## src/rtl/req_latch_pkg.sv

```systemverilog
// Shared types and grant-selection helpers for the req_latch_4 request-capture stage.
// Optional build macro REQ_ROUND_ROBIN_EN selects rotating priority in req_latch_4.
// Combinational helpers only; no state lives here.
package req_latch_pkg;

  localparam int NREQ = 4;

  typedef enum logic {
    IDLE  = 1'b0,
    GRANT = 1'b1
  } state_t;

  // Fixed priority: bit 3 highest, bit 0 lowest (matches encoder weighting).
  function automatic logic [NREQ-1:0] sel_fixed(input logic [NREQ-1:0] pend);
    logic [NREQ-1:0] g;
    g = '0;
    for (int i = 0; i < NREQ; i++) begin
      if (pend[i]) begin
        g    = '0;
        g[i] = 1'b1;
      end
    end
    return g;
  endfunction

  // Rotating priority: search starts one past the last granted index, wrapping.
  function automatic logic [NREQ-1:0] sel_rr(input logic [NREQ-1:0] pend,
                                             input logic [1:0]      last);
    logic [NREQ-1:0] g;
    logic [1:0]      idx;
    g = '0;
    // Walk from the farthest candidate to the nearest so the nearest wins.
    for (int k = NREQ - 1; k >= 0; k--) begin
      idx = last + 2'd1 + 2'(k);
      if (pend[idx]) begin
        g      = '0;
        g[idx] = 1'b1;
      end
    end
    return g;
  endfunction

  // Index of the set bit of a one-hot grant (0 when empty).
  function automatic logic [1:0] onehot_idx(input logic [NREQ-1:0] oh);
    logic [1:0] idx;
    idx = 2'd0;
    for (int i = 0; i < NREQ; i++) begin
      if (oh[i]) idx = 2'(i);
    end
    return idx;
  endfunction

endpackage

```

## src/rtl/debounce_1b.sv

```systemverilog
// Single-bit 2-flop synchroniser + counter debouncer, with the debounced level also delayed by one cycle.
// Latency: a held input change appears on level DEB_CYCLES+2 edges after it is first sampled.
// No handshake; free-running every clock.
module debounce_1b
  import req_latch_pkg::*;
#(
  parameter int DEB_CYCLES = 4,
  parameter int DEB_W      = 4
) (
  input  logic clk,
  input  logic rst,
  input  logic din,
  output logic level,
  output logic level_d
);

  logic             sync1;
  logic             sync2;
  logic [DEB_W-1:0] cnt;

  // Synchronise, then count consecutive disagreements with the debounced level before toggling it.
  always_ff @(posedge clk) begin
    if (rst) begin
      sync1   <= 1'b0;
      sync2   <= 1'b0;
      cnt     <= '0;
      level   <= 1'b0;
      level_d <= 1'b0;
    end else begin
      sync1   <= din;
      sync2   <= sync1;
      level_d <= level;
      if (sync2 == level) begin
        cnt <= '0;
      end else if (cnt == DEB_W'(DEB_CYCLES)) begin
        level <= ~level;
        cnt   <= '0;
      end else begin
        cnt <= cnt + DEB_W'(1);
      end
    end
  end

endmodule

```

## src/rtl/req_latch_4.sv

```systemverilog
// Debounces 4 raw request lines, latches rising edges as pending, grants one at a time one-hot on y_out.
// Latency: held request -> y_valid DEB_CYCLES+4 edges later; one grant per 2 cycles at most.
// y_out/y_valid held stable until y_ready; REQ_ROUND_ROBIN_EN selects rotating instead of fixed priority.
module req_latch_4
  import req_latch_pkg::*;
#(
  parameter int DEB_CYCLES = 4,
  parameter int DEB_W      = 4
) (
  input  logic       clk,
  input  logic       rst,
  input  logic [3:0] req_in,
  output logic [3:0] y_out,
  output logic       y_valid,
  input  logic       y_ready,
  output logic [3:0] pending,
  output logic       overflow
);

  logic [3:0] deb;
  logic [3:0] deb_d;
  logic [3:0] rise;
  logic [3:0] clr;
  logic [3:0] grant_q;
  logic [3:0] grant_sel;
  logic       hs;
  state_t     state;
  state_t     state_n;

  for (genvar i = 0; i < NREQ; i++) begin : g_deb
    debounce_1b #(
      .DEB_CYCLES(DEB_CYCLES),
      .DEB_W     (DEB_W)
    ) u_deb (
      .clk    (clk),
      .rst    (rst),
      .din    (req_in[i]),
      .level  (deb[i]),
      .level_d(deb_d[i])
    );
  end

  assign rise = deb & ~deb_d;
  assign hs   = (state == GRANT) & y_ready;
  assign clr  = hs ? grant_q : 4'b0000;

`ifdef REQ_ROUND_ROBIN_EN
  logic [1:0] last_q;

  // Remember the most recently accepted grant so the search rotates past it.
  always_ff @(posedge clk) begin
    if (rst) begin
      last_q <= 2'd3;
    end else if (hs) begin
      last_q <= onehot_idx(grant_q);
    end
  end

  assign grant_sel = sel_rr(pending, last_q);
`else
  assign grant_sel = sel_fixed(pending);
`endif

  // Pending set on rise (wins over same-cycle clear); a rise on a still-pending bit flags overflow.
  always_ff @(posedge clk) begin
    if (rst) begin
      pending  <= 4'b0000;
      overflow <= 1'b0;
    end else begin
      pending  <= (pending & ~clr) | rise;
      overflow <= |(rise & pending & ~clr);
    end
  end

  // State register plus the grant latched on entry to GRANT.
  always_ff @(posedge clk) begin
    if (rst) begin
      state   <= IDLE;
      grant_q <= 4'b0000;
    end else begin
      state <= state_n;
      if (state == IDLE && pending != 4'b0000) begin
        grant_q <= grant_sel;
      end else if (hs) begin
        grant_q <= 4'b0000;
      end
    end
  end

  // Next state: IDLE grants whenever anything is pending; GRANT waits for the handshake.
  always_comb begin
    state_n = state;
    case (state)
      IDLE:    if (pending != 4'b0000) state_n = GRANT;
      GRANT:   if (y_ready) state_n = IDLE;
      default: state_n = IDLE;
    endcase
  end

  // Outputs: the latched grant is only visible while in GRANT.
  always_comb begin
    y_valid = (state == GRANT);
    y_out   = y_valid ? grant_q : 4'b0000;
  end

endmodule

```

## config.mk

```make
export PLATFORM = sky130hd
export DESIGN_NAME = req_latch_4
export DESIGN_NICKNAME = d
export VERILOG_FILES = /design/src/rtl/req_latch_pkg.sv /design/src/rtl/debounce_1b.sv /design/src/rtl/req_latch_4.sv
export SDC_FILE = /design/constraint.sdc
export NUM_CORES = 1
export LEC_CHECK = 0
export BUFFER_PORTS_ARGS = -buffer_cell sky130_fd_sc_hd__clkbuf_2
export CELL_PAD_IN_SITES_DETAIL_PLACEMENT = 2
export CELL_PAD_IN_SITES_GLOBAL_PLACEMENT = 2
export CORE_ASPECT_RATIO = 0.8
export CORE_MARGIN = 4
export CORE_UTILIZATION = 32
export CTS_CLUSTER_DIAMETER = 100
export CTS_CLUSTER_SIZE = 28
export DETAILED_ROUTE_END_ITERATION = 8
export PLACE_DENSITY = 0.75
export SETUP_SLACK_MARGIN = 0.2
export SLEW_MARGIN = 0
export SYNTH_ARGS = -nofsm -noshare
export SYNTH_HDL_FRONTEND = slang
export SYNTH_SLANG_ARGS = --single-unit
```

## constraint.sdc

```tcl
create_clock -name clk -period 1.2 [get_ports clk]
set_clock_uncertainty 0.1 [all_clocks]
set_input_delay 0.24 -clock clk [delete_from_list [all_inputs] [get_ports clk]]
set_output_delay 0.24 -clock clk [all_outputs]
set_load 0.02 [all_outputs]
```

**Word level (Yosys, flattened, before mapping)**

Cells that the tools add are included.

- Register bits: 42
- Input port bits: 7

- Add/sub/neg operators: 4
- Eq/ne operators: 8
- Mux-type cells: 11
- Bitwise gates (word level): 17
- Reductions and logical operators: 12

Operator list:

| operator | count |
|---|---|
| 2-to-1 mux 4 bit | 5 |
| adder 4 x 1 -> 4 bit, second input constant | 4 |
| AND 4 bit | 4 |
| == test 4 x 3 -> 1 bit, second input constant | 4 |
| OR reduction 3 bit | 4 |
| NOT 1 bit | 9 |
| NOT 4 bit | 2 |
| AND reduction 2 bit | 4 |
| == test 1 bit | 4 |
| bitwise OR 4 bit | 1 |
| nonzero test 4 bit | 1 |
| OR reduction 4 bit | 1 |
| 2-to-1 mux 1 bit | 3 |
| 2-to-1 mux 3 bit | 1 |
| 2-to-1 mux 2 bit | 1 |
| one-hot mux 1 bit (2 select lines) | 1 |
| nonzero test 2 bit | 1 |
| AND 1 bit | 1 |
| logical AND 1 bit | 1 |

**Logic depth before layout (Yosys ltp)**

- Depth after elaboration: 5
- Depth in mapped cells: 5

**Cells and area by module**

Synthesis repeated with hierarchy kept, for this count alone.

- Cell total of the unflattened synthesis: 169
- Area, all modules: 1,651.6 µm²

Modules (own cells, without submodules):

| module | times used | cells an instance | area each (µm²) | seq. area each (µm²) |
|---|---|---|---|---|
| debounce_1b | 4 | 28 | 295.3 | 160.2 |
| req_latch_4 | 1 | 57 | 470.5 | 200.2 |

**Worst setup path after synthesis**

No wires, ideal clock.

- Kind: register to register
- Start: register g_deb[2].u_deb.cnt[0]
- End: register g_deb[2].u_deb.cnt[2]
- Setup time: 0.064 ns
- Data arrival time: 1.201 ns
- Slack: -0.165 ns
- Stages on the path, launching flop included: 6
- Buffers on the path: 0
- Clock period less this slack: 1.365 ns
- Cell sequence: dfxtp_1 -> inv_1 -> ha_1 -> and3b_1 -> or3_4 -> nor2_1

- Longest elaborated chain between the ends: 2

Ends and longest elaborated chain:

| what | line | source |
|---|---|---|
| from (decl) | debounce_1b.sv:19 | `logic [DEB_W-1:0] cnt;` |
| from (signal assigned) | debounce_1b.sv:39 | `cnt <= cnt + DEB_W'(1);` |
| branches (longest 2 deep; another with adder 4 x 1 -> 4 bit) | n/a |  |

Parallel ways; which one is timed is not known.
A chain may end at the register's enable or synchronous reset.

**Final worst setup path**

- Start: register grant_q[1]
- End: output y_out[1]

- Longest elaborated chain between the ends: 1

Ends and longest elaborated chain:

| what | line | source |
|---|---|---|
| from (decl) | req_latch_4.sv:24 | `logic [3:0] grant_q;` |
| from (signal assigned) | req_latch_4.sv:83 | `grant_q <= grant_sel;` |
| 2-to-1 mux 4 bit | req_latch_4.sv:103 | `y_out = y_valid ? grant_q : 4'b0000;` |
| to (decl) | req_latch_4.sv:13 | `output logic [3:0] y_out,` |

No other way between the ends.

==> metrics.md <==
| Metric | Value |
|---|---|
| Setup violations, final | `36` |
| Logic pwr share | `4.0%` |
| Mapped Nets | `~190` |
| Die area | `0.006390 mm²` |
| Worst Path Required | `860 ps` |
| IO Count | `17` |
| Post-Syn Instances | `170` |
| Dpl cells | `264` |
| WL/cell | `between 15 and 20 µm` |
| Cell Area, Synth | `0.001654 mm²` |
| Area Overhead vs Synth | `56.73%` |
| Worst-Skew Late Latency | `300 ps` |
| Sink Count | `42` |
| Final hold slack | `46.69 ps` |
| Crit path time final | `1447 ps` |
| Failing checks | `setup timing` |
| Fin. Hold Viols | `0` |
| Post-DP HPWL | `3073 µm` |
| Sequential standard cell area | `around 870 µm²` |
| Post-synthesis register bit count | `42` |
| Dpl ws | `-202.0 ps` |
| Row cnt | `23` |
| Initial DRC Count | `36` |
| DR DRC count | `0` |
| Final nets | `238` |
| First-pass GRT wire length | `8121 µm` |
| Post-layout util | `51.77%` |
| Gp weighted congestion | `between 0.7 and 0.8` |
| Area of the multi-input gates | `0.001030 mm²` |
| Inserted Diodes | `0` |
| Post-DP Area | `~0.002 mm²` |
| I/O Buffers | `16` |
| RSZ-0062 raised after global routing | `yes` |
| Grt ovf | `0` |
| Reg2Reg Depth | `5` |
| Core area | `0.005007 mm²` |
| Initial core utilization | `33.03%` |
| CP Max Fanout | `4` |
| Layout cells sized above 1 | `59.38%` |
| Crit end category | `primary output` |
| Achievable Freq | `about 0.69 GHz` |
| CTS root buf | `clkbuf_8` |
| Pin count of the biggest net entering global routing | `13` |
| Worst-Margin Slew | `366.3 ps` |
| Die W | `approximately 88 µm` |
| Largest cells by area after synthesis | `dfxtp_1 (51%), nor2b_1 (6.8%), ha_1 (6.1%)` |
| Sw power | `about 0.57 mW` |
| Setup ws final | `-246.7 ps` |
| Maximum buffer depth of the clock tree | `2` |
| Design Power | `2.483 mW` |
| Initial antenna violation count | `0` |
| Critical Path Start Type | `register` |
| Status | `complete, but fails checks` |
| Max Slew Vio Count | `0` |
| WL final | `5700 µm` |
| Leakage power | `0.9711 nW` |
| Number of global-route vias before repair | `1484` |
| # Max-Cap Violations | `0` |
| Final instance area | `0.002592 mm²` |
| Pwr per Cell Area | `957.8 mW/mm²` |
| Post-DR vias/cell | `4.790` |
| Fillcell total | `500` |
| Post-route ant nets | `0` |
| Hold depth | `2` |
| Setup_tns | `-4934 ps` |
| Largest area contributor in the netlist | `dfxtp_1` |
| Pint | `1.909 mW` |
| Distinct cells, synth | `23` |
| Sequential share of the synthesized area | `roughly half` |
| Power share of the clock group | `~40%` |
| Clk pin slew, worst setup/hold paths | `90 ps` |
| Router iterations before antenna repair | `4` |
| CTS HTree Levels | `2` |
| CTS Buf Count | `5` |
| Via count | `1370` |
| WP data arrival | `1110 ps` |
| Crit Path Class | `register to primary output` |
| Net Sw Frac | `23.14%` |
| Ys Warns | `0` |
| CTS tree | `yes` |
| Synth top area share | `50.83%` |
| Max IR drop VDD | `0.0008719 V` |
| Total GRT Usage | `between 15 and 20%` |
| Slew HR | `75.53%` |
| Sequential share of power | `between 50 and 60%` |
| Die height | `between 70 and 80 µm` |
| Hold Crit Class | `primary input to register` |
| Layout Cells excl Fill | `286` |
| Avg Synthesized Cell Area | `9.730 µm²` |
| Final period util | `120.6%` |
## flip-flops by register name, indices dropped and copies added (netlist names)
register / count
g_deb.u_deb.sync1: 4
y_valid: 1
grant_q: 4
g_deb.u_deb.cnt: 16
g_deb.u_deb.level: 4
overflow: 1
g_deb.u_deb.sync2: 4
pending: 4
g_deb.u_deb.level_d: 4
## metal layers
metal	share of wire (%)	track usage [%]
met2	57	31.95
met4	2.3	6.879
met3	2.4	5.221
met5	0	0
met1	39	19.37
## worst paths after layout
kind                                             from                    end  slack (ps)
worst max-delay path                       grant_q[1]               y_out[1]        -250
worst min-delay path                        req_in[0]   g_deb[0].u_deb.sync1          50
worst max register to register  g_deb[1].u_deb.cnt[0]  g_deb[1].u_deb.cnt[3]        -230
worst min register to register   g_deb[2].u_deb.sync1   g_deb[2].u_deb.sync2         360
## area by class of cell
class,count,share of cell area (%)
Sequential cell,42,33.59
Inverter,13,1.882
Multi-Input combinational cell,111,39.72
Tap cell,62,2.992
Clock inverter,1,0.1930
Timing Repair Buffer,50,18.29
Clock buffer,7,3.330
## what timing repair did
item	in CTS	in global routing
gates resized for setup	53	45
endpoints found under the setup margin	39	40
hold buffers	0	0
setup buffers	7	7
pin swaps	11	11
## power groups by stage
stage | clock [mW] | combinational, mW | sequential [mW]
final | 0.974 | 0.0990 | 1.41
after global routing | 1.07 | 0.110 | 1.41
after CTS | 0.987 | 0.0898 | 1.41
after detailed placement | 0 | 0.0818 | 1.45
after global placement | 0 | 0.0764 | 1.45
after floorplan | 0 | 0.0401 | 1.45
## Yosys cell counts
| library cell | n |
|---|---|
| mux2i_1 | 4 |
| nor4_4 | 1 |
| nand3_1 | 15 |
| a21oi_1 | 11 |
| nor2b_1 | 18 |
| nor2_1 | 24 |
| clkbuf_1 | 1 |
| and2_1 | 4 |
| nor4b_1 | 1 |
| xor2_1 | 4 |
| a221oi_1 | 1 |
| nand2_1 | 1 |
| xnor2_1 | 8 |
| and3b_1 | 4 |
| nor3b_1 | 1 |
| dfxtp_1 | 42 |
| or3_4 | 4 |
| o21ai_1 | 1 |
| buf_1 | 1 |
| a41oi_1 | 1 |
| ha_1 | 8 |
| buf_2 | 2 |
| inv_1 | 13 |
## placed cells by master, fill, tap and decap left out, drive strengths merged
cell	netlist	final
nor4b	1	1
nor4	1	1
a41oi	1	1
nand2	1	1
clkinv	0	1
clkbuf	1	13
inv	13	13
ha	8	8
mux2i	4	4
a21oi	11	11
nor3b	1	1
and3b	4	4
o21ai	1	1
nor2	24	24
xor2	4	4
or3	4	4
a221oi	1	1
and2	4	4
nand3	15	15
nor2b	18	18
dfxtp	42	42
xnor2	8	8
buf	3	44
## critical path, stage by stage, from the launching register on
cell and delay [ps]:
dfxtp_1 480, and2_4 210, buf_8 100
## cells by family (layout without fill, tap and decap cells)
logic type | count (synthesis) | count (layout) | synth area share (%)
simple gates | 73 | 73 | 25.64
flops | 42 | 42 | 50.83
buf+inv | 17 | 71 | 4.009
compound gates | 14 | 14 | 4.690
xor+xnor | 12 | 12 | 6.354
fa+ha+maj | 8 | 8 | 6.052
mux | 4 | 4 | 2.421
No activity file was read; power rests on OpenSTA's default activity.
